**src/rtl/bhtbtb_update_arbiter_if.sv**
```systemverilog
// Fetch-lookup and branch-resolution-update handshake bundle for bhtbtb_update_arbiter.
// master = IFU/backend side, slave = arbiter side.
interface bhtbtb_update_arbiter_if;
    logic        lkp_valid;
    logic [63:0] lkp_pc;
    logic        lkp_ready;
    logic        lkp_rsp_valid;
    logic        upd_valid;
    logic [63:0] upd_pc;
    logic        upd_taken;
    logic [31:0] upd_target;
    logic        upd_ready;

    modport master (
        output lkp_valid, lkp_pc, upd_valid, upd_pc, upd_taken, upd_target,
        input  lkp_ready, lkp_rsp_valid, upd_ready
    );

    modport slave (
        input  lkp_valid, lkp_pc, upd_valid, upd_pc, upd_taken, upd_target,
        output lkp_ready, lkp_rsp_valid, upd_ready
    );
endinterface

```
**src/rtl/bhtbtb_update_arbiter.sv**
```systemverilog
// Shares the single-port BHT/BTB SRAM between fetch lookups and buffered RMW branch updates.
// Optional starvation guard enabled by defining UPD_STARVE_GUARD_EN.
module bhtbtb_update_arbiter #(
    parameter int IDX_W        = 6,
    parameter int TAG_W        = 8,
    parameter int UPD_DEPTH    = 4,
    parameter int STARVE_LIMIT = 8
) (
    input  logic                  clock,
    input  logic                  reset_n,
    bhtbtb_update_arbiter_if.slave bus,
    output logic                  sram_en,
    output logic                  sram_we,
    output logic                  sram_btb_we,
    output logic [IDX_W-1:0]      sram_addr,
    output logic [31:0]           sram_bht_wdata,
    output logic [31:0]           sram_btb_wdata,
    output logic [TAG_W-1:0]      sram_tag_wdata,
    input  logic [31:0]           sram_bht_rdata
);
    localparam int PTR_W = $clog2(UPD_DEPTH);
    localparam int CNT_W = PTR_W + 1;

    typedef enum logic [0:0] {IDLE, UPD_WR} state_t;

    typedef struct packed {
        logic [IDX_W-1:0] idx;
        logic [TAG_W-1:0] tag;
        logic [3:0]       slot;
        logic             taken;
        logic [31:0]      target;
    } upd_t;

    state_t           state_q, state_d;
    upd_t             fifo_q [UPD_DEPTH];
    logic [PTR_W-1:0] wr_ptr_q, rd_ptr_q;
    logic [CNT_W-1:0] count_q, count_d;
    upd_t             upd_q;
    logic             lkp_rsp_valid_q;

    logic             full, empty, push, pop, force_upd, lkp_ready;
    upd_t             push_entry, head;
    logic [IDX_W-1:0] lkp_idx;
    logic [1:0]       old_ctr, new_ctr;
    logic             unused_pc_bits;

    assign full  = (count_q == CNT_W'(UPD_DEPTH));
    assign empty = (count_q == '0);
    assign push  = bus.upd_valid && !full;
    assign head  = fifo_q[rd_ptr_q];

    assign lkp_idx           = bus.lkp_pc[6 +: IDX_W];
    assign push_entry.idx    = bus.upd_pc[6 +: IDX_W];
    assign push_entry.tag    = bus.upd_pc[6+IDX_W +: TAG_W];
    assign push_entry.slot   = bus.upd_pc[5:2];
    assign push_entry.taken  = bus.upd_taken;
    assign push_entry.target = bus.upd_target;

    assign unused_pc_bits = ^{bus.lkp_pc[63:6+IDX_W], bus.lkp_pc[5:0],
                              bus.upd_pc[63:6+IDX_W+TAG_W], bus.upd_pc[1:0]};

    assign bus.lkp_ready     = lkp_ready;
    assign bus.upd_ready     = !full;
    assign bus.lkp_rsp_valid = lkp_rsp_valid_q;

`ifdef UPD_STARVE_GUARD_EN
    localparam int STV_W = $clog2(STARVE_LIMIT + 1);
    logic [STV_W-1:0] starve_q, starve_d;

    assign force_upd = full || (starve_q == STV_W'(STARVE_LIMIT));

    // Counts lookups that won while an update sat queued; a pop restarts the window.
    always_comb begin
        starve_d = starve_q;
        if (pop)
            starve_d = '0;
        else if (state_q == IDLE && !empty && lkp_ready)
            starve_d = starve_q + 1'b1;
    end

    always_ff @(posedge clock or negedge reset_n) begin
        if (!reset_n) starve_q <= '0;
        else          starve_q <= starve_d;
    end
`else
    logic [31:0] unused_starve_limit;
    assign unused_starve_limit = 32'(STARVE_LIMIT);
    assign force_upd = full;
`endif

    // Saturating 2-bit counter update on the slot picked by the latched update.
    assign old_ctr = sram_bht_rdata[{upd_q.slot, 1'b0} +: 2];
    assign new_ctr = upd_q.taken ? ((old_ctr == 2'b11) ? 2'b11 : old_ctr + 2'b01)
                                 : ((old_ctr == 2'b00) ? 2'b00 : old_ctr - 2'b01);

    assign sram_btb_wdata = upd_q.target;
    assign sram_tag_wdata = upd_q.tag;

    // NOTE: every output of this block gets a default first so no latch is inferred.
    always_comb begin
        sram_en        = 1'b0;
        sram_we        = 1'b0;
        sram_btb_we    = 1'b0;
        sram_addr      = '0;
        sram_bht_wdata = sram_bht_rdata;
        lkp_ready      = 1'b0;
        pop            = 1'b0;
        state_d        = state_q;
        unique case (state_q)
            IDLE: begin
                if (force_upd || (!bus.lkp_valid && !empty)) begin
                    pop       = 1'b1;
                    sram_en   = 1'b1;
                    sram_addr = head.idx;
                    state_d   = UPD_WR;
                end else if (bus.lkp_valid) begin
                    lkp_ready = 1'b1;
                    sram_en   = 1'b1;
                    sram_addr = lkp_idx;
                end
            end
            UPD_WR: begin
                sram_en     = 1'b1;
                sram_we     = 1'b1;
                sram_btb_we = upd_q.taken;
                sram_addr   = upd_q.idx;
                sram_bht_wdata[{upd_q.slot, 1'b0} +: 2] = new_ctr;
                state_d     = IDLE;
            end
        endcase
        count_d = count_q + CNT_W'(push) - CNT_W'(pop);
    end

    // NOTE: FIFO storage is deliberately not reset; occupancy alone decides what is valid.
    always_ff @(posedge clock) begin
        if (push) fifo_q[wr_ptr_q] <= push_entry;
    end

    // NOTE: sequential state uses non-blocking assignments so all registers update together.
    always_ff @(posedge clock or negedge reset_n) begin
        if (!reset_n) begin
            state_q         <= IDLE;
            wr_ptr_q        <= '0;
            rd_ptr_q        <= '0;
            count_q         <= '0;
            upd_q           <= '0;
            lkp_rsp_valid_q <= 1'b0;
        end else begin
            state_q         <= state_d;
            count_q         <= count_d;
            lkp_rsp_valid_q <= bus.lkp_valid && lkp_ready;
            if (push) wr_ptr_q <= wr_ptr_q + 1'b1;
            if (pop) begin
                rd_ptr_q <= rd_ptr_q + 1'b1;
                upd_q    <= head;
            end
        end
    end
endmodule

```
**src/flat_wrapper.sv**
```systemverilog
// flat-port wrapper written by rule: the top's interface ports become plain ports
module bhtbtb_update_arbiter_flat 
#(
    parameter int IDX_W        = 6,
    parameter int TAG_W        = 8,
    parameter int UPD_DEPTH    = 4,
    parameter int STARVE_LIMIT = 8
)
  (clock, reset_n, sram_en, sram_we, sram_btb_we, sram_addr, sram_bht_wdata, sram_btb_wdata, sram_tag_wdata, sram_bht_rdata, bus_lkp_valid, bus_lkp_pc, bus_upd_valid, bus_upd_pc, bus_upd_taken, bus_upd_target, bus_lkp_ready, bus_lkp_rsp_valid, bus_upd_ready);
  bhtbtb_update_arbiter_if bus_i ();
  input  logic clock;
  input  logic reset_n;
  output logic sram_en;
  output logic sram_we;
  output logic sram_btb_we;
  output logic [IDX_W-1:0] sram_addr;
  output logic [31:0] sram_bht_wdata;
  output logic [31:0] sram_btb_wdata;
  output logic [TAG_W-1:0] sram_tag_wdata;
  input  logic [31:0] sram_bht_rdata;
  input wire logic [$bits(bus_i.lkp_valid)-1:0] bus_lkp_valid;
  input wire logic [$bits(bus_i.lkp_pc)-1:0] bus_lkp_pc;
  input wire logic [$bits(bus_i.upd_valid)-1:0] bus_upd_valid;
  input wire logic [$bits(bus_i.upd_pc)-1:0] bus_upd_pc;
  input wire logic [$bits(bus_i.upd_taken)-1:0] bus_upd_taken;
  input wire logic [$bits(bus_i.upd_target)-1:0] bus_upd_target;
  output wire logic [$bits(bus_i.lkp_ready)-1:0] bus_lkp_ready;
  output wire logic [$bits(bus_i.lkp_rsp_valid)-1:0] bus_lkp_rsp_valid;
  output wire logic [$bits(bus_i.upd_ready)-1:0] bus_upd_ready;
  assign bus_i.lkp_valid = bus_lkp_valid;
  assign bus_i.lkp_pc = bus_lkp_pc;
  assign bus_i.upd_valid = bus_upd_valid;
  assign bus_i.upd_pc = bus_upd_pc;
  assign bus_i.upd_taken = bus_upd_taken;
  assign bus_i.upd_target = bus_upd_target;
  assign bus_lkp_ready = bus_i.lkp_ready;
  assign bus_lkp_rsp_valid = bus_i.lkp_rsp_valid;
  assign bus_upd_ready = bus_i.upd_ready;
  bhtbtb_update_arbiter #(.IDX_W(IDX_W), .TAG_W(TAG_W), .UPD_DEPTH(UPD_DEPTH), .STARVE_LIMIT(STARVE_LIMIT)) u_core (.clock(clock), .reset_n(reset_n), .bus(bus_i), .sram_en(sram_en), .sram_we(sram_we), .sram_btb_we(sram_btb_we), .sram_addr(sram_addr), .sram_bht_wdata(sram_bht_wdata), .sram_btb_wdata(sram_btb_wdata), .sram_tag_wdata(sram_tag_wdata), .sram_bht_rdata(sram_bht_rdata));
endmodule
```
**config.mk**
```make
export PLATFORM = sky130hd
export DESIGN_NAME = bhtbtb_update_arbiter_flat
export DESIGN_NICKNAME = d
export VERILOG_FILES = /design/src/rtl/bhtbtb_update_arbiter_if.sv /design/src/rtl/bhtbtb_update_arbiter.sv /design/src/flat_wrapper.sv
export SDC_FILE = /design/constraint.sdc
export NUM_CORES = 1
export LEC_CHECK = 0
export CAP_MARGIN = 20
export CORE_ASPECT_RATIO = 1.5
export CORE_MARGIN = 2
export CORE_UTILIZATION = 47
export CTS_BUF_LIST = sky130_fd_sc_hd__clkbuf_8
export DETAILED_ROUTE_END_ITERATION = 6
export MAX_ROUTING_LAYER = met4
export PLACE_DENSITY_LB_ADDON = 0.2
export REMOVE_ABC_BUFFERS = 1
export SLEW_MARGIN = 20
export SYNTH_ARGS = -nofsm -noshare
export SYNTH_HDL_FRONTEND = slang
export SYNTH_SLANG_ARGS = --single-unit
```
**constraint.sdc**
```tcl
create_clock -name clock -period 7.99 [get_ports clock]
set_input_delay 1.1985 -clock clock [delete_from_list [all_inputs] [get_ports clock]]
set_output_delay 1.1985 -clock clock [all_outputs]
set_load 0.005 [all_outputs]
```
### Yosys cells after proc, flatten, opt, wreduce, memory -nomap -nowiden

Memory sizes are Yosys's and may differ from the RTL's.
Cells that the tools add are included.

| word-level totals | value |
|---|---|
| memories | 1 |
| latch bits | 0 |
| bits in registers | 60 |
| logic and storage cells | 53 |
| memory bits (writable) | 204 |
| bits in read-only memories | 0 |

Memories:

| name | depth | bits a word | read ports | clocked after Yosys merged registers in | wr ports | RTL line | source |
|---|---|---|---|---|---|---|---|
| u_core.fifo_q | 4 | 51 | 1 | 0 | 1 | bhtbtb_update_arbiter.sv:35 | `upd_t fifo_q [UPD_DEPTH];` |

| cells by class | value |
|---|---|
| equal/unequal tests | 2 |
| shift-type cells | 3 |
| reduce and logical (&&, ||, !) cells | 9 |
| multipliers | 0 |
| divide/modulo/power cells | 0 |
| order comparisons | 0 |
| add/sub/neg operators | 7 |
| muxes and demuxes | 20 |
| bitwise operators | 1 |

Operators with widths:

| kind | count |
|---|---|
| $bwmux 32 | 1 |
| $mux 32 | 1 |
| $shift 2x7->32 const A | 1 |
| $shiftx 2x7->32 | 1 |
| $shiftx 32x6->2 | 1 |
| $mux 6 | 2 |
| $pmux 6 s2 | 1 |
| $mux 1 | 10 |
| $neg 5->7 | 1 |
| $add 2x1->2 const B | 3 |
| $mux 2 | 3 |
| $pmux 1 s2 | 2 |
| $add 3x1->3 | 1 |
| $eq 3x3->1 const B | 1 |
| $logic_and 1x1->1 | 3 |
| $logic_not 1->1 | 3 |
| $logic_not 3->1 | 1 |
| $sub 3x1->3 | 1 |
| $eq 2x2->1 const B | 1 |
| $logic_not 2->1 | 1 |
| $sub 2x1->2 const B | 1 |
| $logic_or 1x1->1 | 1 |
| $not 1->1 | 1 |

### Longest topological paths before layout

| depth | value |
|---|---|
| depth after elaboration | 7 |
| mapped depth | 13 |

### Worst setup path before layout

No wires, ideal clock.

| path | value |
|---|---|
| path type | input -> output |
| start | input sram_bht_rdata[20] |
| end | output sram_bht_wdata[10] |
| arrival time | 2.852 ns |
| data required time | 6.792 ns |
| setup slack | 3.939 ns |
| path buffers | 1 |
| stages | 6 |
| cells stage by stage | mux4_2 -> mux2_2 -> maj3_1 -> mux2_2 -> buf_2 -> o21ai_1 |

| on the way | value |
|---|---|
| cells in the longest elaborated chain, start to end | 7 |

Ends and longest elaborated chain:

| element | RTL line | source |
|---|---|---|
| from (decl) | flat_wrapper.sv:20 | `input logic [31:0] sram_bht_rdata;` |
| $shiftx 32x6->2 (*) | bhtbtb_update_arbiter.sv:92 | `assign old_ctr = sram_bht_rdata[{upd_q.slot, 1'b0} +: 2];` |
| $sub 2x1->2, or another cell as far along | bhtbtb_update_arbiter.sv:94 | `: ((old_ctr == 2'b00) ? 2'b00 : old_ctr - 2'b01);` |
| $mux 2, on equally long branches | bhtbtb_update_arbiter.sv:94, bhtbtb_update_arbiter.sv:93 |  |
| $mux 2 (*) | bhtbtb_update_arbiter.sv:93 | `assign new_ctr = upd_q.taken ? ((old_ctr == 2'b11) ? 2'b11 : old_ctr + 2'b01)` |
| $shiftx 2x7->32 (*) | bhtbtb_update_arbiter.sv:127 | `sram_bht_wdata[{upd_q.slot, 1'b0} +: 2] = new_ctr;` |
| $bwmux 32 (*) | bhtbtb_update_arbiter.sv:127 |  |
| $mux 32 (*) | bhtbtb_update_arbiter.sv:109 | `unique case (state_q)` |
| to (decl) | flat_wrapper.sv:17 | `output logic [31:0] sram_bht_wdata;` |

Mark *: on every way between the ends. The rest lies on a longest branch, timed or not.

### Final worst setup path

| path | value |
|---|---|
| start | input sram_bht_rdata[31] |
| end | output sram_bht_wdata[1] |

The elaborated chain is that of the path after synthesis.

==> impl_metrics.toml <==
[status]
status = "completed"

[setup_path]
path_common_cell = "clkdlybuf4s50_1"
crit_slowest_cell = "mux2i_1"
cp_top_family = "multiplexers"
max_stage_delay_ns = 0.79
startpoint_type = "input pin"
path_max_fanout = 12
crit_buf_inv = 2
end_kind = "output port"
worstPathRequired_ns = 6.79
path_class = "input pin to output port"
arrival_ns = 4.37
path_cells = "clkdlybuf4s50_1 > mux4_2 > mux2_2 > maj3_2 > mux2i_1 > o21ai_0 > clkdlybuf4s50_1"

[sta]
rsz0062_at_grt = "no"
slew_headroom_pct = 30.7
holdWs_ns = 0.474
max_freq_mhz = 180
fin_skew_ns = 0.0166
setup_ws_ns = 2.42
period_share_pct = 69.7
worst_slew_pin_slew_ns = 1.01
fin_crit_ns = 5.57
finalSetupTns_ns = 0
hold_violations = 0
drv_slew = 0
finalSetupViolCount = 0

[yosys]
synth_commonest_cells = "204 x edfxtp_1, 163 x nand2_1, 60 x dfrtp_1"
yosysTopAreaCell = "edfxtp_1"
avgSynthCellArea_um2 = 15.5
synth.most_common_cell = "edfxtp_1"
seq_area_frac_synth_pct = 68.4
synth.area.top_cells = "edfxtp_1 55%, dfrtp_1 13%, mux4_2 12%, nand2_1 5.5%, buf_4 2.7%"
yosysWarnings = 0
synth-main-ff-cell = "edfxtp_1"
synth.top_cell.area_share_pct = 55.0
async_flop_share_pct = 22.7
yosysUniqueCellTypes = 43
yosys_register_bits = 264
synth-edff-count = 204
netlist_area_um2 = 11100
synthCells = 717

[grt]
grt_pass1_wl_mm = 36.6
grt_overflow_total = 0
grt_pass1_vias = 6949
grt_max_degree = 61
grt.total_usage_pct = 19.9
grt_antenna_before_repair = 0

[clocking]
clk_latency_ns = 0.53
cts-hold-fix-buffers = 0
post_cts_resized = 0
cts_buffer_depth = 3
cts_buffers = 38
path_clk_slew_ns = 0.06
root_buffer = "clkbuf_8"
cts_tree = "built"
cts_sinks = 264
cts-htree-levels = 2
cts_setup_buffers = 0

[drt]
postRouteAntennaNets = 0
drc = 0
wire_per_inst_um = 19.5
vias_per_cell = 5.29
vias = 6414
wl_met3_mm = 1.33
drtPass1Iterations = 5
wl_mm = 23.6
drtIter0Drc = 394
top_layer_used = "met4"
met2_length_mm = 12.8
m1WireLength_mm = 8.79

[finish]
instances_no_fill = 1213
num-fill-cells = 1894
layout-drive-gt1-share_pct = 16.4
final_net_count = 1071
diodes = 0
syn_to_final_growth_pct = 22.6

[run]
cap_violations = 0

[floorplanning]
ios = 281
die_h_um = 193
die_w_um = 130
core_um2 = 23500
start_util_pct = 47.5
rows = 69
die_area_um2 = 25000

[placement]
placedCellCount = 1143
io_buffers = 176
place_congestion = 0.874
dp_hpwl_mm = 14.4
pre_cts_slack_ns = 2.47

[pwr]
p_leak_nw = 5.09
p_per_area_nw_per_um2 = 360
peakVddDrop_mv = 0.160

[hold_path]
hold_class = "flop to flop"
==> cell usage in the layout (no fill, tap or decap), types with 3 or more instances in the layout <==
| master | count |
|---|---|
| and3_2 | 4 |
| dfrtp_1 | 58 |
| edfxtp_1 | 204 |
| o21ai_0 | 9 |
| nand2_1 | 163 |
| mux2i_1 | 5 |
| and2_1 | 7 |
| nor3_1 | 4 |
| o21ai_1 | 16 |
| clkbuf_8 | 48 |
| mux4_2 | 59 |
| a21oi_1 | 4 |
| a21o_1 | 6 |
| inv_1 | 27 |
| mux2_2 | 14 |
| buf_4 | 10 |
| ha_1 | 9 |
| xnor2_1 | 6 |
| a221o_1 | 6 |
| clkdlybuf4s50_1 | 175 |
| nor2_1 | 12 |
| or3_1 | 4 |
| nand4_1 | 6 |
| nand3_1 | 3 |
| or2_2 | 3 |
==> path summary, 6_finish.rpt <==
check | start | endpoint | slack [ns] | depth (start not counted)
hold / removal | u_core.sram_btb_wdata[24] | u_core.sram_btb_wdata[24] | 0.47 | 2
max in group asynchronous | reset_n | u_core.rd_ptr_q[0] | 6.51 | 1
hold reg to reg | u_core.sram_btb_wdata[24] | u_core.sram_btb_wdata[24] | 0.47 | 2
setup reg to reg | u_core.count_q[1] | u_core.count_q[2] | 4.51 | 12
setup / recovery | sram_bht_rdata[31] | sram_bht_wdata[1] | 2.42 | 7
min in group asynchronous | reset_n | u_core.sram_btb_wdata[12] | 0.81 | 1
==> flip-flops by register name (all words and copies together) (netlist names) <==
| signal | cells |
|---|---|
| u_core.bus.lkp_rsp_valid | 1 |
| u_core.count_q | 3 |
| u_core.fifo_q | 204 |
| u_core.rd_ptr_q | 2 |
| u_core.sram_btb_wdata | 32 |
| u_core.sram_tag_wdata | 8 |
| u_core.state_q | 1 |
| u_core.upd_q | 11 |
| u_core.wr_ptr_q | 2 |
==> final cells by class <==
cell class | instances | area [um^2] | share of cell area, %
multi-input cells | 365 | 3020 | 22.1
clock inverters | 22 | 85.1 | 0.623
clock buffers | 48 | 661 | 4.84
flip-flops and latches | 264 | 7630 | 55.9
inverters | 10 | 37.5 | 0.275
repair buffers | 185 | 1830 | 13.4
well taps | 319 | 399 | 2.92
==> cell families after synthesis <==
family          share of synthesized area (%)
compound gates                           2.67
mux                                      13.9
xor+xnor                                0.629
fa+ha+maj                                1.57
buf+inv                                  4.51
simple gates                             8.25
flops                                    68.4
==> report_power, final <==
group,switching [mW],internal [mW]
Combinational,0.906,0.901
Sequential,0.221,1.87
Clock,0.476,0.540
Total,1.60,3.31
==> layer usage <==
layer	global-route usage, %	vias up
met5	-	-
met4	8.68	0
met3	3.30	49
met2	35.8	232
met1	21.5	3223
li1	-	2910
==> metrics by stage <==
stage	util (%)	total power [mW]	cell area [um^2]
detailed placement	55.0	3.97	12900
global route	58.2	5.25	13700
finish	58.2	4.92	13700
CTS	58.2	5.00	13700
floorplan	-	3.18	10700
global placement	55.0	3.91	12900
==> worst register-to-register path, stage by stage, from the launching register on <==
cell and delay (ns):
dfrtp_1 0.42, or2_2 0.33, a211o_2 0.33, buf_4 0.33
inv_2 0.11, buf_4 0.57, ha_1 0.36, inv_1 0.06
ha_1 0.13, inv_1 0.05, fa_1 0.40, xnor2_1 0.14
xnor2_1 0.12
Note: power is estimated with default switching activity, not from simulation.
